File: src/rtl/led_fader_pkg.sv
// rtl/led_fader_pkg.sv - shared fade state type and default parameters for led_fader
package led_fader_pkg;

  typedef enum logic [1:0] {
    FADE_OFF  = 2'd0,
    FADE_RISE = 2'd1,
    FADE_ON   = 2'd2,
    FADE_FALL = 2'd3
  } fade_state_t;

  localparam int DEF_LEVEL_WIDTH = 8;
  localparam int DEF_TICK_CYCLES = 39_062;
  localparam int DEF_STEP        = 1;

endpackage

File: src/rtl/led_fader_channel.sv
// rtl/led_fader_channel.sv - one LED channel: fade FSM, saturating level and PWM compare
module led_fader_channel
  import led_fader_pkg::*;
#(
  parameter int LEVEL_WIDTH = DEF_LEVEL_WIDTH,
  parameter int STEP        = DEF_STEP
) (
  input  logic                   clk,
  input  logic                   rst,
  input  logic                   i_target,
  input  logic                   i_tick,
  input  logic [LEVEL_WIDTH-1:0] i_pwm_cnt,
  output fade_state_t            o_state,
  output logic                   o_led
);

  localparam logic [LEVEL_WIDTH-1:0] MAX_L  = {LEVEL_WIDTH{1'b1}};
  localparam logic [LEVEL_WIDTH:0]   STEP_W = (LEVEL_WIDTH+1)'(STEP);

  logic [LEVEL_WIDTH-1:0] r_level;
  fade_state_t            r_state;
  logic                   r_led;

  logic [LEVEL_WIDTH:0]   w_sum;
  logic [LEVEL_WIDTH:0]   w_diff;
  logic [LEVEL_WIDTH-1:0] w_up;
  logic [LEVEL_WIDTH-1:0] w_dn;
  logic [LEVEL_WIDTH-1:0] w_next_level;
  fade_state_t            w_next_state;

  // Saturating step in the direction of the current target; a reversal on a tick steps the new way
  always_comb begin
    w_sum  = {1'b0, r_level} + STEP_W;
    w_diff = {1'b0, r_level} - STEP_W;
    // The extra top bit flags overflow past MAX on the way up and borrow below 0 on the way down
    w_up   = w_sum[LEVEL_WIDTH]  ? MAX_L : w_sum[LEVEL_WIDTH-1:0];
    w_dn   = w_diff[LEVEL_WIDTH] ? '0    : w_diff[LEVEL_WIDTH-1:0];

    w_next_level = r_level;
    w_next_state = r_state;
    if (i_target && (r_state != FADE_ON)) begin
      if (i_tick) w_next_level = w_up;
      w_next_state = (w_next_level == MAX_L) ? FADE_ON : FADE_RISE;
    end else if (!i_target && (r_state != FADE_OFF)) begin
      if (i_tick) w_next_level = w_dn;
      w_next_state = (w_next_level == '0) ? FADE_OFF : FADE_FALL;
    end
  end

  // State, level and registered PWM output
  always_ff @(posedge clk or posedge rst) begin
    if (rst) begin
      r_level <= '0;
      r_state <= FADE_OFF;
      r_led   <= 1'b0;
    end else begin
      r_level <= w_next_level;
      r_state <= w_next_state;
      r_led   <= (r_level > i_pwm_cnt);
    end
  end

  assign o_state = r_state;
  assign o_led   = r_led;

endmodule

File: src/rtl/led_fader.sv
// rtl/led_fader.sv - multi-channel LED fader with shared prescaler and PWM counter
module led_fader
  import led_fader_pkg::*;
#(
  parameter int OUTPUT_WIDTH = 4,
  parameter int LEVEL_WIDTH  = DEF_LEVEL_WIDTH,
  parameter int TICK_CYCLES  = DEF_TICK_CYCLES,
  parameter int STEP         = DEF_STEP
) (
  input  logic                    clk,
  input  logic                    rst,
  input  logic [OUTPUT_WIDTH-1:0] pattern,
  output logic [OUTPUT_WIDTH-1:0] led,
  output logic                    busy
);

  localparam int PRESC_W = (TICK_CYCLES > 1) ? $clog2(TICK_CYCLES) : 1;
  localparam logic [PRESC_W-1:0]     PRESC_LAST = PRESC_W'(TICK_CYCLES - 1);
  localparam logic [LEVEL_WIDTH-1:0] PWM_LAST   = LEVEL_WIDTH'((1 << LEVEL_WIDTH) - 2);

  logic [OUTPUT_WIDTH-1:0] r_pattern_q;
  logic [PRESC_W-1:0]      r_presc;
  logic [LEVEL_WIDTH-1:0]  r_pwm_cnt;
  logic                    r_busy;
  logic                    w_tick;
  logic [OUTPUT_WIDTH-1:0] w_active;

  assign w_tick = (r_presc == PRESC_LAST);

  // Input register; every channel decision is made from the registered pattern
  always_ff @(posedge clk or posedge rst) begin
    if (rst) r_pattern_q <= '0;
    else     r_pattern_q <= pattern;
  end

  // Free-running ramp prescaler, wraps after TICK_CYCLES counts
  always_ff @(posedge clk or posedge rst) begin
    if (rst)         r_presc <= '0;
    else if (w_tick) r_presc <= '0;
    else             r_presc <= r_presc + PRESC_W'(1);
  end

  // Shared PWM counter 0..MAX-1, so level MAX is always on and level 0 always off
  always_ff @(posedge clk or posedge rst) begin
    if (rst)                       r_pwm_cnt <= '0;
    else if (r_pwm_cnt == PWM_LAST) r_pwm_cnt <= '0;
    else                           r_pwm_cnt <= r_pwm_cnt + LEVEL_WIDTH'(1);
  end

  for (genvar i = 0; i < OUTPUT_WIDTH; i++) begin : g_ch
    fade_state_t w_ch_state;

    led_fader_channel #(
      .LEVEL_WIDTH (LEVEL_WIDTH),
      .STEP        (STEP)
    ) u_ch (
      .clk       (clk),
      .rst       (rst),
      .i_target  (r_pattern_q[i]),
      .i_tick    (w_tick),
      .i_pwm_cnt (r_pwm_cnt),
      .o_state   (w_ch_state),
      .o_led     (led[i])
    );

    assign w_active[i] = (w_ch_state == FADE_RISE) || (w_ch_state == FADE_FALL);
  end

  // Busy flag trails the channel states by one cycle
  always_ff @(posedge clk or posedge rst) begin
    if (rst) r_busy <= 1'b0;
    else     r_busy <= |w_active;
  end

  assign busy = r_busy;

endmodule

File: config.mk
export PLATFORM = sky130hd
export DESIGN_NAME = led_fader
export DESIGN_NICKNAME = d
export VERILOG_FILES = /design/src/rtl/led_fader_pkg.sv /design/src/rtl/led_fader_channel.sv /design/src/rtl/led_fader.sv
export SDC_FILE = /design/constraint.sdc
export NUM_CORES = 1
export LEC_CHECK = 0
export ABC_AREA = 1
export CAP_MARGIN = 20
export CORE_AREA = 2 2 129 106
export CTS_CLUSTER_DIAMETER = 200
export DETAILED_ROUTE_END_ITERATION = 16
export DIE_AREA = 0 0 131 108
export PLACE_DENSITY_LB_ADDON = 0.05
export SLEW_MARGIN = 40
export SYNTH_ARGS = -nofsm -noshare
export SYNTH_HDL_FRONTEND = slang
export SYNTH_SLANG_ARGS = --single-unit
File: constraint.sdc
create_clock -name clk -period 2.7 [get_ports clk]
set_input_delay 0.81 -clock clk [delete_from_list [all_inputs] [get_ports clk]]
set_output_delay 0.81 -clock clk [all_outputs]
set_load 0.01 [all_outputs]
Word-level counts from Yosys, hierarchy flattened --
Cells that the tools add are included.
Storage, ports and cells: register bits after elaboration 73, input port bits 6, output and inout port bits 5
Operators by class: add/subtract/negate cells 10, order comparisons 4, equality and inequality tests 18, multiplexer cells 54, reduce and logical (&&, ||, !) cells 29
Operators with widths (number):
- 2-to-1 mux 8 bit | 37
- equality test 8 bit, second input constant | 5
- adder 8 x 1 -> 9 bit, second input constant | 4
- subtractor 8 x 1 -> 9 bit, second input constant | 4
- greater-than comparator 8 bit | 4
- logical NOT 8 bit | 4
- 2-to-1 mux 2 bit | 16
- adder 16 x 1 -> 16 bit, second input constant | 1
- equality test 16 bit, second input constant | 1
- 2-to-1 mux 16 bit | 1
- nonzero test 2 bit | 8
- adder 8 x 1 -> 8 bit, second input constant | 1
- equality test 2 x 1 -> 1 bit, second input constant | 4
- equality test 2 bit, second input constant | 4
- logical AND 1 bit | 8
- != test 2 bit, second input constant | 4
- logical NOT 1 bit | 4
- logical OR 1 bit | 4
- OR reduction 4 bit | 1

Longest topological paths before layout --
Gate-level depths: netlist of run 1.
word-level depth 9, mapped depth 18, mapped depth without buffers 17

Hierarchy --
A second synthesis of run 1 with hierarchy kept.
Unflattened totals: cells, all modules 971, area total of the unflattened synthesis 6443.7 um^2
Modules (own cells, without submodules):
- led_fader_channel at g_ch[1].u_ch ... | times used 3, cells each 198, area each 1244.9 um^2, sequential area each 275.3 um^2
- led_fader | times used 1, cells each 181, area each 1467.7 um^2, sequential area each 725.7 um^2
- led_fader_channel at g_ch[0].u_ch | times used 1, cells each 196, area each 1241.2 um^2, sequential area each 275.3 um^2

Least setup slack after synthesis of run 1 --
Ideal clock, no wire load.
kind register -> register, start register r_presc[1], end register g_ch[1].u_ch.r_state[1], library setup time 0.119 ns, arrival time 1.677 ns, required time 2.581 ns, slack 0.905 ns, stages on the path, launching flop included 15, path buffers 1, period minus slack after synthesis 1.795 ns, cells stage by stage dfrtp_1 > inv_1 > ha_1 > nand2_1 > inv_1 > nand2_1 > nor2_4 > buf_2 > nand4_1 > nand3_1 > nand2_1 > nor2_1 > nand3_1 > nand3_1 > nand2_1
Between the ends: word-level cells in the longest chain between the ends 8, elaborated cells between the ends (all ways) 12
RTL lines:
- start, declared | line led_fader.sv:22 | logic [PRESC_W-1:0] r_presc;
- start signal, assigned | line led_fader.sv:40 | else r_presc <= r_presc + PRESC_W'(1);
- equality test 16 bit * | line led_fader.sv:28 | assign w_tick = (r_presc == PRESC_LAST);
- 2-to-1 mux 8 bit | line led_fader_channel.sv:45 | if (i_tick) w_next_level = w_dn;
- 2-to-1 mux 8 bit | line led_fader_channel.sv:44 | end else if (!i_target && (r_state != FADE_OFF)) begin
- 2-to-1 mux 8 bit | line led_fader_channel.sv:41 | if (i_target && (r_state != FADE_ON)) begin
- logical NOT 8 bit | line led_fader_channel.sv:46 | w_next_state = (w_next_level == '0) ? FADE_OFF : FADE_FALL;
- 2-to-1 mux 2 bit | line led_fader_channel.sv:46
- 2-to-1 mux 2 bit | line led_fader_channel.sv:44
- 2-to-1 mux 2 bit * | line led_fader_channel.sv:41
- end signal, assigned | line led_fader_channel.sv:58 | r_state <= w_next_state;
- end, declared | line led_fader_channel.sv:21 | fade_state_t r_state;
Mark *: on every way between the ends. The rest lies on a longest branch, timed or not. The select of a mux whose other input is x is not followed. A chain may end at the register's enable or synchronous reset.

Worst setup path in the final report of run 1 --
start register r_presc[1], end register g_ch[0].u_ch.r_state[0]
Between the ends: word-level cells in the longest chain between the ends 8, elaborated cells between the ends (all ways) 12
RTL lines (line):
- equality test 16 bit * | led_fader.sv:28
- 2-to-1 mux 8 bit | led_fader_channel.sv:45
- 2-to-1 mux 8 bit | led_fader_channel.sv:44
- 2-to-1 mux 8 bit | led_fader_channel.sv:41
- logical NOT 8 bit | led_fader_channel.sv:46
- 2-to-1 mux 2 bit | led_fader_channel.sv:46
- 2-to-1 mux 2 bit | led_fader_channel.sv:44
- 2-to-1 mux 2 bit * | led_fader_channel.sv:41
- end signal, assigned | led_fader_channel.sv:58
- end, declared | led_fader_channel.sv:21
Marked as above.

==> metrics, run 1 <==
synthesized flop and latch total 73; initial cell density of the core 0.499; Max transition margin 0.582; post-synthesis cell type count 37; routed length on met3 919 um; port bufs 10; warning count from the yosys run 0; relative area change from synthesis to final layout 8.46%; required arrival time at the worst endpoint approximately 2.9 ns; routability congestion estimate between 0.8 and 0.9; total CTS buffers 9; core area roughly 13000 um2; maximum number of buffers from clock root to sink 2; peak supply drop 0.373 mV; switching component of the power 570 uW; max-cap violations 0; CTS clk-pin slew, worst paths 0.06 ns; category of the most critical setup path reg -> reg; overall fraction of global-route tracks in use 0.248; Sum Neg Setup Slack 0 ns; power share of the sequential group 0.469; mapped cell area 6350 um2; remaining global-route overflow 0; maximum operating frequency between 400 and 500 MHz; Arrival @ worst endpoint 2.46 ns; final setup violation count 0; setup repair after global routing missed its margin no; end of the worst register-to-register path g_ch[0].u_ch.o_state[0]; Cell Rows 37; Filler cells 1293; part of the total power dissipated in combinational logic 0.053; fraction of final layout cells with drive strength greater than 1 0.0607; Worst Setup End Kind register; proportion of synthesized flip-flops having asynchronous set or reset 1.00; mean instance size in the synthesized netlist 6.49 um2; hold violation count in the final report 0; proportion of total power due to net switching 0.239; area of the die 14100 um2; Worst Reg2Reg Path Length in Cells 13; highest-count cells in the layout ignoring fill and taps nand2_1, nor2_1, inv_1; tightest hold margin 0.491 ns; top flip-flop cell by instance count after synthesis dfrtp_1; routed wire length on met2 6320 um; sequential cell area fraction in the yosys report 0.288; total design power 2380 uW; clock period minus final worst setup slack roughly 2.2 ns; worst min-delay path category reg -> reg; worst hold start g_ch[3].u_ch.o_state[0]; reg-to-reg startpoint r_presc[1]; clock network power share 0.478; leading cell type in the layout, fill and taps excluded nand2_1; share of the clock period used by the worst path 0.824; element type at the critical path start register; ANT nets after route 0; post-detailed-route wirelength per cell about 14 um; routed via count around 6.1k; setup fix buffers added after clock tree synthesis 0; leakage power between 0.003 and 0.004 uW; Max Slew Vio Count 0; number of global-route vias before repair roughly 5.6k; width of the die 131 um; topmost layer with routed signal wires met4; number of H-tree levels 3; outcome finished clean; die extent in y about 110 um; number of antenna violations at the first check in global routing 0; Clock Tree Root clkbuf_16; Cell Pwr Density approximately 350 nW/um2; length of routed wiring on met1 8840 um; final routed wirelength across all metal layers roughly 16000 um; count of TritonRoute iterations in the first routing pass 5; initial DRC count 487; final layout net count 1034; Cells after Synth 978; first-pass GRT wire length roughly 27000 um; area share of the leading cell type in the synthesized netlist 0.288; Diodes inserted 0; Crit Path Max Fanout 15; hold buffer count at CTS 0; vias per cell 5.27; clk_skew between 0.009 and 0.01 ns; insertion delay to the later sink of the worst-skew pair 0.35 ns; clock tree from TritonCTS yes; count of cells along the worst hold path 2; syn_nets 1028; I/O pin total 11; estimated wirelength of the detail-placed design 12300 um; internal power of the cells 1810 uW; register-to-register setup slack 0.48 ns; number of flops mapped to enable cells by yosys 0; transition time of the tightest slew-check pin 0.626 ns; area leader, netlist dfrtp_1; DRC 0; maximum number of pins on one net before global-route repair 39; terminating pin of the worst hold path busy; top cells by area in the synthesized netlist dfrtp_1, nand2_1, ha_1, nor2_1, inv_1; Resize count post-CTS 0; clock sinks 73
flip-flops by register name (all words and copies together) (netlist names):
| register | cells |
|---|---|
| g_ch.u_ch.o_state | 8 |
| g_ch.u_ch.r_level | 32 |
| r_pattern_q | 4 |
| busy | 1 |
| r_pwm_cnt | 8 |
| g_ch.u_ch.o_led | 4 |
| r_presc | 16 |
cells in the mapped netlist (7+ instances only):
library cell and instances:
o221ai_1 22, nand3_1 85, clkbuf_1 8, nand4_1 27, nor3_1 16, dfrtp_1 73
o211ai_1 7, inv_2 10, xnor2_1 7, xor2_1 8, inv_1 122, o21ai_0 35
buf_2 7, a21oi_1 25, nand2_1 274, o21ai_1 14, ha_1 44, nor2_1 140
area by class of cell:
| cell class | instances | area, um2 | share of cell area |
|---|---|---|---|
| Clock buffer | 14 | 264 | 0.0383 |
| Timing Repair Buffer | 23 | 223 | 0.0324 |
| Clock inverter | 2 | 12.5 | 0.00182 |
| Multi-Input combinational cell | 743 | 3830 | 0.557 |
| Tap cell | 175 | 219 | 0.0318 |
| Inverter | 134 | 504 | 0.0732 |
| Sequential cell | 73 | 1830 | 0.265 |
worst max-delay path, stage by stage (launching register included):
cell and delay, ns:
dfrtp_1 0.37, inv_1 0.09, ha_1 0.18, nand3_2 0.11, nor2_1 0.25, nand2_4 0.22, inv_2 0.22, nand2_1 0.11
o21ai_1 0.17, nand2_1 0.07, nor2_1 0.12, nand2_1 0.08, nand2_1 0.06, nand2_1 0.05
per-layer routing:
layer,track usage,up-vias
met5,0,-
met3,0.0475,13
met4,0.0707,0
li1,-,3193
met1,0.390,2763
met2,0.341,165
metrics by stage:
step / util / std cells / cell area [um2] / worst slack, ns
after floorplan: - / 978 / 6350 / 0.0367
after detailed placement: 0.519 / 1148 / 6610 / 0.482
after global placement: 0.519 / 1148 / 6610 / 0.512
after global routing: 0.541 / 1164 / 6880 / 0.242
after CTS: 0.541 / 1164 / 6880 / 0.487
final: 0.541 / 1164 / 6880 / 0.476
power groups by stage:
stage | Clock, uW | Combinational (uW) | Sequential (uW)
2_1_floorplan | 0 | 72.1 | 1130
3_3_place_gp | 0 | 128 | 1140
3_5_place_dp | 0 | 127 | 1140
4_1_cts | 1170 | 128 | 1120
5_1_grt | 1220 | 144 | 1120
6_report | 1140 | 127 | 1120
worst max path at each step:
stage | cells past startpoint | endpoint | from | slack, ns
CTS | 13 | g_ch[0].u_ch.o_state[0] | r_presc[1] | 0.49
detailed placement | 13 | g_ch[0].u_ch.o_state[0] | r_presc[1] | 0.48
global route | 16 | g_ch[2].u_ch.o_state[1] | r_presc[1] | 0.24
finish | 13 | g_ch[0].u_ch.o_state[0] | r_presc[1] | 0.48
global placement | 12 | g_ch[2].u_ch.o_state[1] | r_presc[1] | 0.51
floorplan | 1 | busy | rst | 0.04
cells by family (layout without fill, tap and decap cells):
group	count (synthesis)	in the layout	share of synthesized area
compound gates	115	115	0.111
xor+xnor	15	15	0.0207
fa+ha+maj	44	44	0.0867
buf+inv	162	173	0.108
flops	73	73	0.288
simple gates	569	569	0.385
No activity file was read; power rests on OpenSTA's default activity.
==> run 2, diff against run 1 <==
==> constraint.sdc (replaced) <==
create_clock -name clk -period 2.28 [get_ports clk]
set_input_delay 0.684 -clock clk [delete_from_list [all_inputs] [get_ports clk]]
set_output_delay 0.684 -clock clk [all_outputs]
set_load 0.01 [all_outputs]
==> run 2 against run 1 <==
Count of clock-buffer cells in the layout shrank 3. Clock power up 15%. Global-route usage is 0.41 points higher. Largest power group is now sequential cells. Critical path depth unchanged.
==> metrics, run 2 (same netlist as run 1, synthesis figures left out) <==
setup fix buffers added after clock tree synthesis 0; required arrival time at the worst endpoint 2.52 ns; DRC 0; I/O pin total 11; clk_skew 0.00432 ns; transition time of the tightest slew-check pin 0.530 ns; maximum number of buffers from clock root to sink 2; routed via count roughly 6.2k; post-detailed-route wirelength per cell 13.8 um; remaining global-route overflow 0; final setup violation count 0; final routed wirelength across all metal layers 16400 um; first-pass GRT wire length 27900 um; clock tree from TritonCTS yes; most flop-heavy register g_ch.u_ch.r_level; setup repair after global routing missed its margin no; number of H-tree levels 3; count of TritonRoute iterations in the first routing pass 7; Max Slew Vio Count 0; Worst Reg2Reg Path Length in Cells 13; hold buffer count at CTS 0; initial cell density of the core 0.499; Clock Tree Root clkbuf_16; Arrival @ worst endpoint about 2.3 ns; Cell Rows 37; Worst Setup End Kind register; clock period minus final worst setup slack 2.07 ns; area of the die ~14000 um2; number of antenna violations at the first check in global routing 0; maximum operating frequency slightly below 500 MHz; peak supply drop 0.410 mV; count of cells along the worst hold path 1; leakage power 0.00361 uW; width of the die about 130 um; Sum Neg Setup Slack 0 ns; share of the clock period used by the worst path 0.906; number of flip-flops under the largest register name 32; leading cell type in the layout, fill and taps excluded nand2_1; routability congestion estimate 0.898; outcome finished clean; category of the most critical setup path reg -> reg; Crit Path Max Fanout 12; Max transition margin 0.644; highest-count cells in the layout ignoring fill and taps nand2_1, nor2_1, inv_1; vias per cell 5.25; total CTS buffers 9; terminating pin of the worst hold path r_presc[0]; hold violation count in the final report 0; insertion delay to the later sink of the worst-skew pair around 0.35 ns; ANT nets after route 0; core area 12700 um2; reg-to-reg startpoint r_presc[1]; Diodes inserted 0; final layout net count 1056; end of the worst register-to-register path g_ch[0].u_ch.o_state[0]; Top Registers g_ch.u_ch.r_level x32, r_presc x16; worst min-delay path category reg -> reg; number of global-route vias before repair 5540; area of placed instances 6760 um2; initial DRC count 488; element type at the critical path start register; die extent in y 108 um; overall fraction of global-route tracks in use 0.252; relative area change from synthesis to final layout 10.9%; register-to-register setup slack about 0.21 ns; fraction of final layout cells with drive strength greater than 1 0.0822; port bufs 10; clock sinks between 70 and 80; worst hold start r_presc[0]; maximum number of pins on one net before global-route repair 74; Cell Pwr Density roughly 400 nW/um2; Resize count post-CTS 0; max-cap violations 0; fin area 7040 um2; CTS clk-pin slew, worst paths approximately 0.060 ns; estimated wirelength of the detail-placed design approximately 12000 um
==> run 2: worst max path at each step <==
stage,start,to,slack [ns],cells after the start
floorplan,r_presc[1],g_ch[1].u_ch.o_state[1],0.48,14
global placement,r_presc[1],g_ch[0].u_ch.o_state[0],0.22,13
detailed placement,r_presc[1],g_ch[0].u_ch.o_state[0],0.18,13
CTS,r_presc[1],g_ch[0].u_ch.o_state[0],0.17,13
global route,g_ch[1].u_ch.r_level[0],g_ch[1].u_ch.o_state[1],0.0001,13
finish,r_presc[1],g_ch[0].u_ch.o_state[0],0.21,13
==> run 2: critical path, cell delays in order, from the launching register on <==
cell	delay (ns)
dfrtp_1	0.37
inv_1	0.08
ha_1	0.18
nand3_2	0.12
nor2_1	0.20
nand2_4	0.16
inv_2	0.18
nand2_1	0.10
o21ai_1	0.18
nand2_1	0.07
nor2_1	0.12
nand2_1	0.08
nand2_1	0.06
nand2_1	0.05
==> run 2: power by group <==
| part | total (uW) | switching, uW | internal, uW |
|---|---|---|---|
| logic | 156 | 111 | 44.8 |
| clock network | 1310 | 559 | 752 |
| registers | 1320 | 9.51 | 1310 |
==> run 2: metal layers <==
layer / share of wire / GRT usage
met2: 0.39 / 0.349
met5: 0 / 0
met4: 0.022 / 0.0904
met1: 0.54 / 0.389
met3: 0.048 / 0.0450
==> run 2: layout make-up <==
type	count	area, um2
Clock inverter	4	20.0
Multi-Input combinational cell	743	3830
Fill cell	1275	5690
Tap cell	175	219
Timing Repair Buffer	45	388
Inverter	134	507
Sequential cell	73	1830
Clock buffer	11	243
==> run 2: per-stage QoR <==
stage	total power, uW	setup WS (ns)	hold WS, ns	std cells	util
after floorplan	1430	0.485	0.453	978	-
after global placement	1500	0.215	0.479	1168	0.531
after detailed placement	1500	0.180	0.492	1168	0.531
after CTS	2840	0.174	0.496	1183	0.552
after global routing	2910	0.000134	0.519	1185	0.553
final	2790	0.214	0.503	1185	0.553
